<file path="src/rtl/pc_update_unit.sv">
// pc_update_unit: program-counter register with BOOT/RUN/TRAP control, next-PC
// selection (jalr > jal > taken branch > +4) and misaligned-redirect trapping.
module pc_update_unit #(
    parameter logic [31:0] RESET_PC = 32'h0000_0000,
    parameter logic [31:0] TRAP_VEC = 32'h0000_0100
) (
    input  logic        clk,
    input  logic        rst_n,
    input  logic        stall,
    input  logic        branch,
    input  logic        zero,
    input  logic        jump,
    input  logic        jalr,
    input  logic [31:0] shifted_imm,
    input  logic [31:0] rs1_val,
    input  logic [31:0] imm,
    input  logic        trap_clr,
    output logic [31:0] pc,
    output logic [31:0] pc_plus4,
    output logic        fetch_valid,
    output logic        misalign
);
    typedef enum logic [1:0] {BOOT, RUN, TRAP} state_t;

    state_t      state_q, state_d;
    logic [31:0] pc_q, pc_d;
    logic        fetch_valid_q, fetch_valid_d;
    logic        misalign_q, misalign_d;
    logic [31:0] rel_target, jalr_sum, jalr_target, sel_target;
    logic        taken, redirect;

    assign pc_plus4    = pc_q + 32'd4;
    assign pc          = pc_q;
    assign fetch_valid = fetch_valid_q;
    assign misalign    = misalign_q;

    always_comb begin
        taken       = branch & zero;
        rel_target  = pc_q + shifted_imm;
        jalr_sum    = rs1_val + imm;
        jalr_target = {jalr_sum[31:1], 1'b0};
        redirect    = jalr | jump | taken;
        sel_target  = jalr ? jalr_target : (jump | taken) ? rel_target : pc_plus4;
        state_d     = state_q;
        pc_d        = pc_q;
        case (state_q)
            BOOT: state_d = RUN;
            RUN: begin
                // only a redirect can be misaligned; sequential fetch never traps
                if (!stall) begin
                    if (redirect && sel_target[1]) state_d = TRAP;
                    else pc_d = sel_target;
                end
            end
            TRAP: begin
                if (trap_clr) begin
                    state_d = RUN;
                    pc_d    = TRAP_VEC;
                end
            end
            default: state_d = BOOT;
        endcase
        fetch_valid_d = (state_d == RUN);
        misalign_d    = (state_d == TRAP);
    end

    always_ff @(posedge clk or negedge rst_n) begin
        if (!rst_n) begin
            state_q       <= BOOT;
            pc_q          <= RESET_PC;
            fetch_valid_q <= 1'b0;
            misalign_q    <= 1'b0;
        end else begin
            state_q       <= state_d;
            pc_q          <= pc_d;
            fetch_valid_q <= fetch_valid_d;
            misalign_q    <= misalign_d;
        end
    end
endmodule

</file>
<file path="config.mk">
export PLATFORM = sky130hd
export DESIGN_NAME = pc_update_unit
export DESIGN_NICKNAME = d
export VERILOG_FILES = /design/src/rtl/pc_update_unit.sv
export SDC_FILE = /design/constraint.sdc
export NUM_CORES = 1
export LEC_CHECK = 0
export CAP_MARGIN = 5
export CORE_ASPECT_RATIO = 0.9
export CORE_MARGIN = 3
export CORE_UTILIZATION = 30
export CTS_CLUSTER_SIZE = 12
export DETAILED_ROUTE_END_ITERATION = 6
export GPL_ROUTABILITY_DRIVEN = 0
export GPL_TIMING_DRIVEN = 0
export PLACE_DENSITY = 0.52
export RECOVER_POWER = 100
export SLEW_MARGIN = 0
export SYNTH_ARGS = -nofsm -noshare
export SYNTH_HDL_FRONTEND = slang
export SYNTH_SLANG_ARGS = --single-unit
</file>
<file path="constraint.sdc">
create_clock -name clk -period 5.1 [get_ports clk]
set_clock_uncertainty 0.15 [all_clocks]
set_input_delay 1.02 -clock clk [delete_from_list [all_inputs] [get_ports clk]]
set_output_delay 1.02 -clock clk [all_outputs]
set_load 0.02 [all_outputs]
</file>
==> results.md <==
Synth:
- The netlist uses 77 different library cells.
- The per-instance average area after synthesis is 7.58 µm².
- The cell count after synthesis came out at 746.
- Synthesis inferred 36 register bits.
- The async set or reset register ratio after synthesis is 100%.
- The count of warnings emitted by yosys is 0.
- Summing every instance area after synthesis gives 0.00566 mm².
- The leading register cell type out of synthesis is sky130_fd_sc_hd__dfrtp_1.
- For this run, the register share of the synthesized area comes to 15.9%.
- The post-synthesis net count is 914.
- The number of synthesized flops with an enable pin is 0.

Worst setup path:
- The critical path class is input pin to flop.
- The start point of the critical path is rs1_val[1].
- STA classifies the critical path startpoint as an input pin.
- Data on the critical path is required at its endpoint by 5120 ps.
- The reg-to-reg critical path startpoint is pc[0]$_DFFE_PN0P_.
- The number of cells on the worst reg-to-reg path is 12.
- The type of element capturing the critical path is a flop.
- The slack of the worst reg-to-reg path is 1560 ps.
- Data arrives at the worst endpoint at 4520 ps.
- The top fanout value on the critical path is 5.
- The end point of the critical path is pc[28]$_DFFE_PN0P_.
- The endpoint of the worst register-to-register path is pc[26]$_DFFE_PN0P_.

Final layout:
- After routing the design area is about 0.0078 mm².
- The number of nets at the end of the flow is 1089.
- In the final layout, the share of cells above drive strength 1 is 3.80%.
- The top cell types in the final layout, fill and taps aside, are sky130_fd_sc_hd__clkdlybuf4s50_1 (101), sky130_fd_sc_hd__nand2_1 (82), sky130_fd_sc_hd__a21oi_1 (70).
- After filler insertion, the fill cell instance count of the layout stands at just under 2000.
- Registers take approximately 900 µm².
- Summing all multi-input logic gate instances after layout gives 0.00454 mm².
- The signed area change from the synthesized netlist to the final layout is 37.8%.
- The library cell used most frequently in the layout, excluding fill and tap cells, is sky130_fd_sc_hd__clkdlybuf4s50_1.
- The antenna diode count is 0.
- The count of placed standard cells in the final layout, fillers left out is between 1000 and 1500.

Worst hold path:
- The hold path depth is 1.
- The worst hold path belongs to the class flop to flop.

CTS:
- The number of buffers added by the clock tree synthesis step is 5.
- Once the clock tree was built, the setup fixing pass inserted 0 buffers.
- The number of sinks driven by the clock tree is 36.
- The clock transition at the registers of the reported paths is about 60 ps.
- The clock reaches the later pin of the worst-skew pair after about 280 ps.
- The number of H-tree branching levels is 2.
- The cell chosen for the clock root is sky130_fd_sc_hd__clkbuf_16.
- The number of resized instances in the post-cts repair step is 0.
- TritonCTS built the clock tree.
- The number of hold buffers added after CTS is 0.
- The longest clock path from root to sink contains 2 buffers.

Global routing:
- The number of global-route vias before repair is 6063.
- The overall global routing resource usage is between 20% and 30%.
- The wire length of the first global-routing pass is 33300 µm.
- The number of antenna violations at the first check in global routing is 0.
- The largest net degree at the start of global routing is 37.
- The total overflow left after global routing is 0.

STA:
- For this run, the top clock speed supported by timing is 222 MHz.
- The tightest hold margin is 372 ps.
- The final critical path takes up 88.2% of the cycle.
- The number of endpoints failing setup at the final stage is 0.
- The summed negative setup slack over all endpoints is 0 ps.
- The number of hold violations in the final report was 0.
- Setup repair after global routing left no endpoint under its margin.
- The max-slew headroom at the worst pin is -41.9%.
- The actual transition at the worst max-transition pin is between 2000 and 2500 ps.
- The clock period could shrink to 4500 ps.
- The max-slew violation total from the final report is 37.

Floorplan:
- The area enclosed by the die boundary is 0.0205 mm².
- Pin placement for this block handled 170 I/O pins.
- The number of cell rows is 47.
- The initial core utilization is ~31%.
- The vertical extent of the die is 136 µm.
- After floorplanning, the core was sized to cover 0.0185 mm².
- In this run the horizontal extent of the chip is approximately 150 µm.

Job:
- Across the run, the number of max-cap violations was 1.

Placed design:
- The number of cells in the design after placement is 1159.
- Summing all placed instances gives a cell area of 0.00764 mm².
- The number of buffers inserted by port buffering is 168.
- The wire-length estimate of the detail-placed layout is 17700 µm.

Run status:
- The final reports fail on max-capacitance violations, max-slew violations.
- The run finished, with violations left.

Power and ir drop:
- The cell leakage power is 3.29 nW.
- IR analysis of the VDD net gives a maximum drop of 153 µV.
- Dividing total power by cell area gives a power density of 487 mW/mm².
- Summing internal, switching and leakage power gives 0.00380 W.

Drt:
- After detailed routing, the number of remaining DRC violations is 0.
- In the final routed layout, each cell accounts on average for between 15 and 20 µm.
- The routed layout has 6282 vias.
- The total wire length is approximately 22000 µm.
- The post-detailed-route count of antenna-violating nets is 0.
- The detail-routed via count per cell is 5.38.
- In this run, the number of DRC markers left after iteration 0 of detailed routing was 388.
- The pre-antenna-repair detailed-routing pass consisted of 7 iterations.
## power by group
part           total (W)  internal (W)  switching, W
sequential      0.000695      0.000411      0.000283
combinational    0.00275       0.00117       0.00158
clock           0.000354      0.000230      0.000124
total            0.00380       0.00181       0.00198
## layout make-up
| cell class | count | area share [%] |
|---|---|---|
| Buffer | 29 | 1.67 |
| Clock buffer | 5 | 1.60 |
| Clock inverter | 3 | 0.546 |
| Inverter | 21 | 1.01 |
| Multi-Input combinational cell | 660 | 58.2 |
| Sequential cell | 36 | 11.6 |
| Tap cell | 245 | 3.93 |
| Timing Repair Buffer | 168 | 21.5 |
## logic make-up (layout without fill, tap and decap cells)
kind of cell	Yosys count	in the layout	share of synthesized area, %
buf+inv	50	226	3.87
fa+ha+maj	64	64	14.4
flops	36	36	15.9
mux	5	5	0.907
compound gates	258	258	31.4
simple gates	257	257	21.8
xor+xnor	76	76	11.8
## worst max-delay path: stages
cell                            delay [ps]
sky130_fd_sc_hd__dlygate4sd3_1         550
sky130_fd_sc_hd__inv_1                  60
sky130_fd_sc_hd__fa_1                  450
sky130_fd_sc_hd__nor2b_1               170
sky130_fd_sc_hd__o2111ai_1             150
sky130_fd_sc_hd__a21boi_0              430
sky130_fd_sc_hd__a211o_1               280
sky130_fd_sc_hd__a21oi_1               150
sky130_fd_sc_hd__o21ai_0               590
sky130_fd_sc_hd__a221o_1               290
sky130_fd_sc_hd__nand2_1                80
sky130_fd_sc_hd__a32o_1                290
## metrics by stage
stage          setup slack (ps)  util [%]
5_1_grt                     362      42.2
3_5_place_dp                385      41.4
4_1_cts                     670      42.3
6_report                    602      42.2
3_3_place_gp                360      41.4
2_1_floorplan              1490         -
## synthesized netlist by cell type (6+ instances only)
cell type                  number  area share (%)
sky130_fd_sc_hd__o31ai_1       10             1.3
sky130_fd_sc_hd__nand2b_1      15             1.7
sky130_fd_sc_hd__and3_1        10             1.1
sky130_fd_sc_hd__nand4_1       18             2.0
sky130_fd_sc_hd__dfrtp_1       36              16
sky130_fd_sc_hd__a22o_1         6            0.93
sky130_fd_sc_hd__xor2_1        31             4.8
sky130_fd_sc_hd__xnor2_1       45             7.0
sky130_fd_sc_hd__nand3_1       24             2.1
sky130_fd_sc_hd__inv_1         21             1.4
sky130_fd_sc_hd__clkbuf_1      20             1.3
sky130_fd_sc_hd__a221o_1        8             1.4
sky130_fd_sc_hd__o21ai_0       48             4.2
sky130_fd_sc_hd__a21o_1        27             3.6
sky130_fd_sc_hd__nor2b_1        9             1.0
sky130_fd_sc_hd__nor2_1        55             3.6
sky130_fd_sc_hd__a21oi_1       70             6.2
sky130_fd_sc_hd__nand2_1       82             5.4
sky130_fd_sc_hd__nor3_1        19             1.7
sky130_fd_sc_hd__ha_1          62              14
sky130_fd_sc_hd__a211oi_1      18             2.4
## routing by layer
layer,up-vias,wire [µm],global-route usage (%)
met5,-,0,0
met4,0,200,3.02
met3,16,1480,1.83
met2,231,9030,30.2
met1,2887,10900,32.3
li1,3148,-,-
## flip-flops by register name, summed over array words and instances, names as in the netlist
name	flops
misalign	1
pc	32
state_q	2
fetch_valid	1
## worst min-delay path by stage
stage	slack, ps	endpoint	from
2_1_floorplan	320	fetch_valid$_DFF_PN0_	state_q[1]$_DFF_PN0_
3_3_place_gp	360	fetch_valid$_DFF_PN0_	state_q[1]$_DFF_PN0_
3_5_place_dp	360	fetch_valid$_DFF_PN0_	state_q[1]$_DFF_PN0_
4_1_cts	370	state_q[0]$_DFF_PN0_	state_q[1]$_DFF_PN0_
5_1_grt	380	fetch_valid$_DFF_PN0_	state_q[1]$_DFF_PN0_
6_report	370	state_q[0]$_DFF_PN0_	state_q[1]$_DFF_PN0_
No activity file was read; power rests on OpenSTA's default activity.
